`src/rtl/alu_pkg.sv`:
```
// Shared definitions for the execute-stage ALU and its multiplier sequencer.
// Holds the alu32 operation select codes and the sequencer state encoding.
package alu_pkg;

  // alu32 operation select codes (S input)
  localparam logic [2:0] ALU_XOR  = 3'b000;
  localparam logic [2:0] ALU_XNOR = 3'b001;
  localparam logic [2:0] ALU_ADD  = 3'b010;
  localparam logic [2:0] ALU_SUB  = 3'b011;
  localparam logic [2:0] ALU_OR   = 3'b100;
  localparam logic [2:0] ALU_NOR  = 3'b101;
  localparam logic [2:0] ALU_AND  = 3'b110;

  // Multiplier sequencer states
  typedef enum logic [1:0] {
    ST_IDLE = 2'b00,
    ST_RUN  = 2'b01,
    ST_DONE = 2'b10
  } mul_state_t;

endpackage

```
`src/rtl/alu_mul_seq.sv`:
```
// Iterative shift-add multiplier that borrows the shared alu32 for one
// add per clock over 32 iterations, producing a 64-bit product.
// Optional macro MUL_SIGNED_EN adds an is_signed input for two's-complement
// multiplication (sign-correct shift-in and a final subtract step).
module alu_mul_seq
  import alu_pkg::*;
#(
  parameter int WIDTH = 32,
  parameter int CNT_W = 5
) (
  input  logic                 clk,
  input  logic                 rst_n,
  input  logic                 start,
`ifdef MUL_SIGNED_EN
  input  logic                 is_signed,
`endif
  input  logic [WIDTH-1:0]     mcand,
  input  logic [WIDTH-1:0]     mplier,
  output logic                 ready,
  output logic                 busy,
  output logic                 done,
  output logic [2*WIDTH-1:0]   product,
  output logic [WIDTH-1:0]     alu_a,
  output logic [WIDTH-1:0]     alu_b,
  output logic [2:0]           alu_S,
  output logic                 alu_Cin,
  input  logic [WIDTH-1:0]     alu_d,
  input  logic                 alu_Cout,
  input  logic                 alu_V
);

  mul_state_t           r_state;
  logic [CNT_W-1:0]     r_count;
  logic [WIDTH-1:0]     r_mcand;
  logic [2*WIDTH-1:0]   r_p;
  logic [2*WIDTH-1:0]   r_product;
  logic                 r_ready;
  logic                 r_busy;
  logic                 r_done;

  logic                 w_last;
  logic                 w_sh;
  logic [2*WIDTH-1:0]   w_p_next;

  assign w_last = (r_count == CNT_W'(WIDTH - 1));

`ifdef MUL_SIGNED_EN
  logic                 r_signed;

  // Signed mode shifts in the true sign of the sum; unsigned keeps the carry
  assign w_sh = r_signed ? (alu_d[WIDTH-1] ^ alu_V) : alu_Cout;
`else
  logic                 w_unused_v;

  assign w_unused_v = alu_V;
  assign w_sh       = alu_Cout;
`endif

  // Partial sum from alu32 lands in the high half while the multiplier
  // bits shift out of the low half.
  assign w_p_next = {w_sh, alu_d, r_p[WIDTH-1:1]};

  // Drive alu32 only while iterating; otherwise present a harmless ADD of zeros
  always_comb begin
    alu_S   = ALU_ADD;
    alu_a   = '0;
    alu_b   = '0;
    alu_Cin = 1'b0;
    if (r_state == ST_RUN) begin
      alu_a = r_p[2*WIDTH-1:WIDTH];
      alu_b = r_p[0] ? r_mcand : '0;
`ifdef MUL_SIGNED_EN
      // Multiplier sign bit carries weight -2^31, so subtract on the last step
      if (r_signed && w_last && r_p[0]) begin
        alu_S   = ALU_SUB;
        alu_b   = r_mcand;
        alu_Cin = 1'b1;
      end
`endif
    end
  end

  // Control FSM with registered handshake outputs and datapath updates
  always_ff @(posedge clk or negedge rst_n) begin
    if (!rst_n) begin
      r_state   <= ST_IDLE;
      r_count   <= '0;
      r_mcand   <= '0;
      r_p       <= '0;
      r_product <= '0;
      r_ready   <= 1'b1;
      r_busy    <= 1'b0;
      r_done    <= 1'b0;
`ifdef MUL_SIGNED_EN
      r_signed  <= 1'b0;
`endif
    end else begin
      case (r_state)
        ST_IDLE: begin
          if (start) begin
            r_mcand <= mcand;
            r_p     <= {{WIDTH{1'b0}}, mplier};
            r_count <= '0;
`ifdef MUL_SIGNED_EN
            r_signed <= is_signed;
`endif
            r_ready <= 1'b0;
            r_busy  <= 1'b1;
            r_state <= ST_RUN;
          end
        end
        ST_RUN: begin
          r_p     <= w_p_next;
          r_count <= r_count + CNT_W'(1);
          if (w_last) begin
            r_product <= w_p_next;
            r_busy    <= 1'b0;
            r_done    <= 1'b1;
            r_state   <= ST_DONE;
          end
        end
        ST_DONE: begin
          r_done  <= 1'b0;
          r_ready <= 1'b1;
          r_state <= ST_IDLE;
        end
        default: begin
          r_ready <= 1'b1;
          r_busy  <= 1'b0;
          r_done  <= 1'b0;
          r_state <= ST_IDLE;
        end
      endcase
    end
  end

  assign ready   = r_ready;
  assign busy    = r_busy;
  assign done    = r_done;
  assign product = r_product;

endmodule

```
`config.mk`:
```
export PLATFORM = sky130hd
export DESIGN_NAME = alu_mul_seq
export DESIGN_NICKNAME = d
export VERILOG_FILES = /design/src/rtl/alu_pkg.sv /design/src/rtl/alu_mul_seq.sv
export SDC_FILE = /design/constraint.sdc
export NUM_CORES = 1
export LEC_CHECK = 0
export ABC_CLOCK_PERIOD_IN_PS = 1900
export BUFFER_PORTS_ARGS = -buffer_cell sky130_fd_sc_hd__buf_2
export CAP_MARGIN = 10
export CORE_ASPECT_RATIO = 0.8
export CORE_MARGIN = 10
export CORE_UTILIZATION = 45
export DETAILED_ROUTE_END_ITERATION = 8
export PLACE_DENSITY_LB_ADDON = 0.3
export SLEW_MARGIN = 20
export SYNTH_ARGS = -nofsm -noshare
export SYNTH_HDL_FRONTEND = slang
export SYNTH_SLANG_ARGS = --single-unit
```
`constraint.sdc`:
```
create_clock -name clk -period 1.9 [get_ports clk]
set_input_delay 0 -clock clk [delete_from_list [all_inputs] [get_ports clk]]
set_output_delay 0 -clock clk [all_outputs]
set_load 0.02 [all_outputs]
```
==> results.sh <==
export IMPL_utilization_pct=66.86
export IMPL_pin_count=236
export IMPL_grt_setup_unrepaired="yes"
export IMPL_dieArea_um2=21050
export IMPL_yosys_area_top_type="dfrtp_1"
export IMPL_cpPeakStageDelay_ps=410
export IMPL_crit_required_ps=2200
export IMPL_ys_warnings_count=0
export IMPL_seq_area_frac_synth_pct=60.55
export IMPL_cp_slowest_cell="dfrtp_1"
export IMPL_yosysTopAreaCellShare_pct=60.17
export IMPL_p_int_w=0.009683
export IMPL_clkTransAtPathRegs_ps=60
export IMPL_drc_errors=0
export IMPL_leakage_nw=4.911
export IMPL_io_buffers=230
export IMPL_antenna_left=0
export IMPL_layout_nets=969
export IMPL_slew_viol_final=0
export IMPL_clock_fmax_ghz=0.5347
export IMPL_gp_congestion=0.8033
export IMPL_power_switching_w=0.005784
export IMPL_track_usage_pct=19.11
export IMPL_grt_pass1_vias=5916
export IMPL_grt_max_degree=70
export IMPL_synth_area_leaders="dfrtp_1, mux2_2, a22o_1"
export IMPL_finalClockSkew_ps=8.148
export IMPL_rows=40
export IMPL_place_hpwl_um=13180
export IMPL_clock_latency_ps=420
export IMPL_finalHoldViolations=0
export IMPL_timing_final_crit_share_pct=98.43
export IMPL_die_w_um=159.7
export IMPL_switching_share_pct=37.40
export IMPL_hp_class="in2async"
export IMPL_core_area_um2=15160
export IMPL_ctsLongestPathBuffers=2
export IMPL_worstMarginPinSlew_ps=506.5
export IMPL_setup_viol=0
export IMPL_relSlewSlack_pct=66.23
export IMPL_final_fill_count=1065
export IMPL_clock_sinks=170
export IMPL_finalWirelength_um=20740
export IMPL_htree_num_levels=4
export IMPL_synthCells=538
export IMPL_synthDistinctLibCells=26
export IMPL_synthToLayoutAreaGrowth_pct=44.26
export IMPL_p_comb_share_pct=40.0
export IMPL_hold_ws_ps=98.91
export IMPL_clockPowerShare_pct=21.8
export IMPL_firstDrtPassIters=4
export IMPL_drt_initial_drc_count=361
export IMPL_grt_pass1_wl_um=32820
export IMPL_seqPwrFrac_pct=38.2
export IMPL_grt_ovfl_total=0
export IMPL_wire_per_inst_um=19.03
export IMPL_cts_tree="built"
export IMPL_vdd_drop_max_mv=0.9402
export IMPL_crit_path_frequent_cell="ha_2"
export IMPL_outcome="complete, no violations"
export IMPL_drive_above_1_share_pct=44.03
export IMPL_ys_ff_latch=170
export IMPL_path_max_fanout=8
export IMPL_initial_core_util_pct=46.34
export IMPL_numCtsBuffers=17
export IMPL_multiInputGateArea_um2=2529
export IMPL_vias=5552
export IMPL_vias_per_cell=5.094
export IMPL_finalCriticalPeriod_ps=1870
export IMPL_critPathKind="reg2reg"
export IMPL_power_density_nw_per_um2=1526
export IMPL_dp_cells=952
export IMPL_cts_root_buf="clkbuf_16"
export IMPL_regArea_um2=4258
export IMPL_dieHeight_um=131.8
export IMPL_finalNonFillerCells=1090
export IMPL_reg2reg_slack_ps=30
export IMPL_worstPathCellList="ha_2, and3_1, ha_2, nand2_4, clkbuf_16, mux2_2"
export IMPL_syn_area_um2=7028
export IMPL_postSynthAreaPerCell_um2=13.06
export IMPL_arrival_ps=2170
export IMPL_maxCapViolCount=0
export IMPL_start_kind="register"
export IMPL_grt_antenna_before_repair=1
export IMPL_cp_end_kind="register"
[final timing paths]
check,cells after the start,start,end
max in group asynchronous,3,rst_n,ready$_DFFE_PN1P_
setup / recovery,6,r_count[1]$_DFFE_PN0P_,product[46]$_DFFE_PN0P_
min in group clk,3,mcand[16],r_mcand[16]$_DFFE_PN0P_
setup reg to reg,6,r_count[1]$_DFFE_PN0P_,product[46]$_DFFE_PN0P_
hold / removal,2,rst_n,r_p[57]$_DFFE_PN0P_
hold reg to reg,1,r_count[3]$_DFFE_PN0P_,r_count[3]$_DFFE_PN0P_
[flip-flops by register name (all words and copies together), names as in the netlist]
register and cells:
r_count 5, product 64, ready 1, done 1
r_mcand 32, r_p 64, busy 1, r_state 2
[cells in the mapped netlist]
cell        n
nor3b_4     1
dfrtp_1   169
mux2_1      2
dfstp_2     1
clkbuf_1   17
and3_1     33
nor2_1      4
and2_1     32
mux2_2     94
a22oi_1    32
o21ai_1     2
a22o_1     34
nand2_1    35
inv_1       3
conb_1      2
o21bai_1    2
a21oi_1     2
buf_6       8
nand2b_1    2
ha_1        2
nor2b_1     4
buf_4       6
mux2i_1     2
o21ai_0    33
nand4_1     1
buf_2      15
[stage by stage]
step                      power, W  area [µm²]  worst slack (ps)  TNS [ps]
after floorplan           0.009728        7036             106.8         0
after global placement     0.01163        8441             76.55         0
after detailed placement   0.01186        8441             17.16         0
after CTS                  0.01548       10020             8.366         0
after global routing       0.01638       10140            -24.59    -550.0
final                      0.01547       10140             29.80         0
[cell usage in the layout, fill, tap and decap left out, types with 2 or more instances in the layout]
cell,n
nand2_1,34
conb_1,4
mux2_1,2
o21ai_0,33
clkinvlp_4,3
a22oi_1,32
nor2b_1,2
buf_6,4
ha_2,2
bufinv_16,2
mux2_2,94
dfrtp_1,167
clkbuf_1,3
mux2i_1,2
dlygate4sd3_1,99
and2_1,32
a22o_1,34
dfrtp_2,2
inv_6,2
and3_1,33
a21oi_1,2
buf_2,229
nand2b_1,2
nor2_1,4
buf_12,9
o21ai_1,2
clkinv_2,4
clkbuf_16,20
inv_1,3
buf_4,9
[cell type report]
class | count | area share [%]
flip-flops and latches | 170 | 42.00
inverters | 3 | 0.1111
repair buffers | 353 | 24.71
diodes | 1 | 0.02468
clock buffers | 21 | 4.443
well taps | 210 | 2.592
multi-input cells | 321 | 24.94
clock inverters | 11 | 1.185
[cell families after synthesis]
| kind of cell | after synthesis | share of synthesized area (%) |
|---|---|---|
| muxes | 98 | 15.67 |
| and+or+nand+nor | 112 | 8.759 |
| adders and majority gates | 2 | 0.3560 |
| buffers and inverters | 49 | 4.059 |
| other | 2 | 0.1069 |
| AOI/OAI and AO/OA | 105 | 10.50 |
| DFF | 170 | 60.55 |
[power by group through the flow]
stage / sequential (W) / combinational (W) / clock [W]
final: 0.00590 / 0.00619 / 0.00338
after CTS: 0.00587 / 0.00617 / 0.00344
after global routing: 0.00607 / 0.00673 / 0.00357
after floorplan: 0.00609 / 0.00364 / 0
after detailed placement: 0.00591 / 0.00595 / 0
after global placement: 0.00582 / 0.00581 / 0
[what timing repair did]
| action | 4_1_cts | 5_1_grt |
|---|---|---|
| endpoints found under the hold margin | 261 | 0 |
| setup buffers | 0 | 1 |
| setup endpoints to repair | 32 | 58 |
| resized for setup | 4 | 5 |
| cloned | 0 | 5 |
| hold buffers | 99 | 0 |
| pin swaps | 0 | 1 |
[critical path, delay by kind of cell, from the launching register on]
kind / cells / cell delay (ps)
fa+ha+maj: 2 / 390
mux: 1 / 330
buf+inv: 1 / 220
simple gates: 2 / 390
flops: 1 / 410
[layer usage]
metal	vias up	GRT usage [%]	part of all wire [%]
met5	-	0	0
met4	0	6.475	1.7
met3	32	6.024	6.9
met2	214	31.04	49
met1	2739	23.59	43
li1	2567	-	-
No activity file was read; power rests on OpenSTA's default activity.
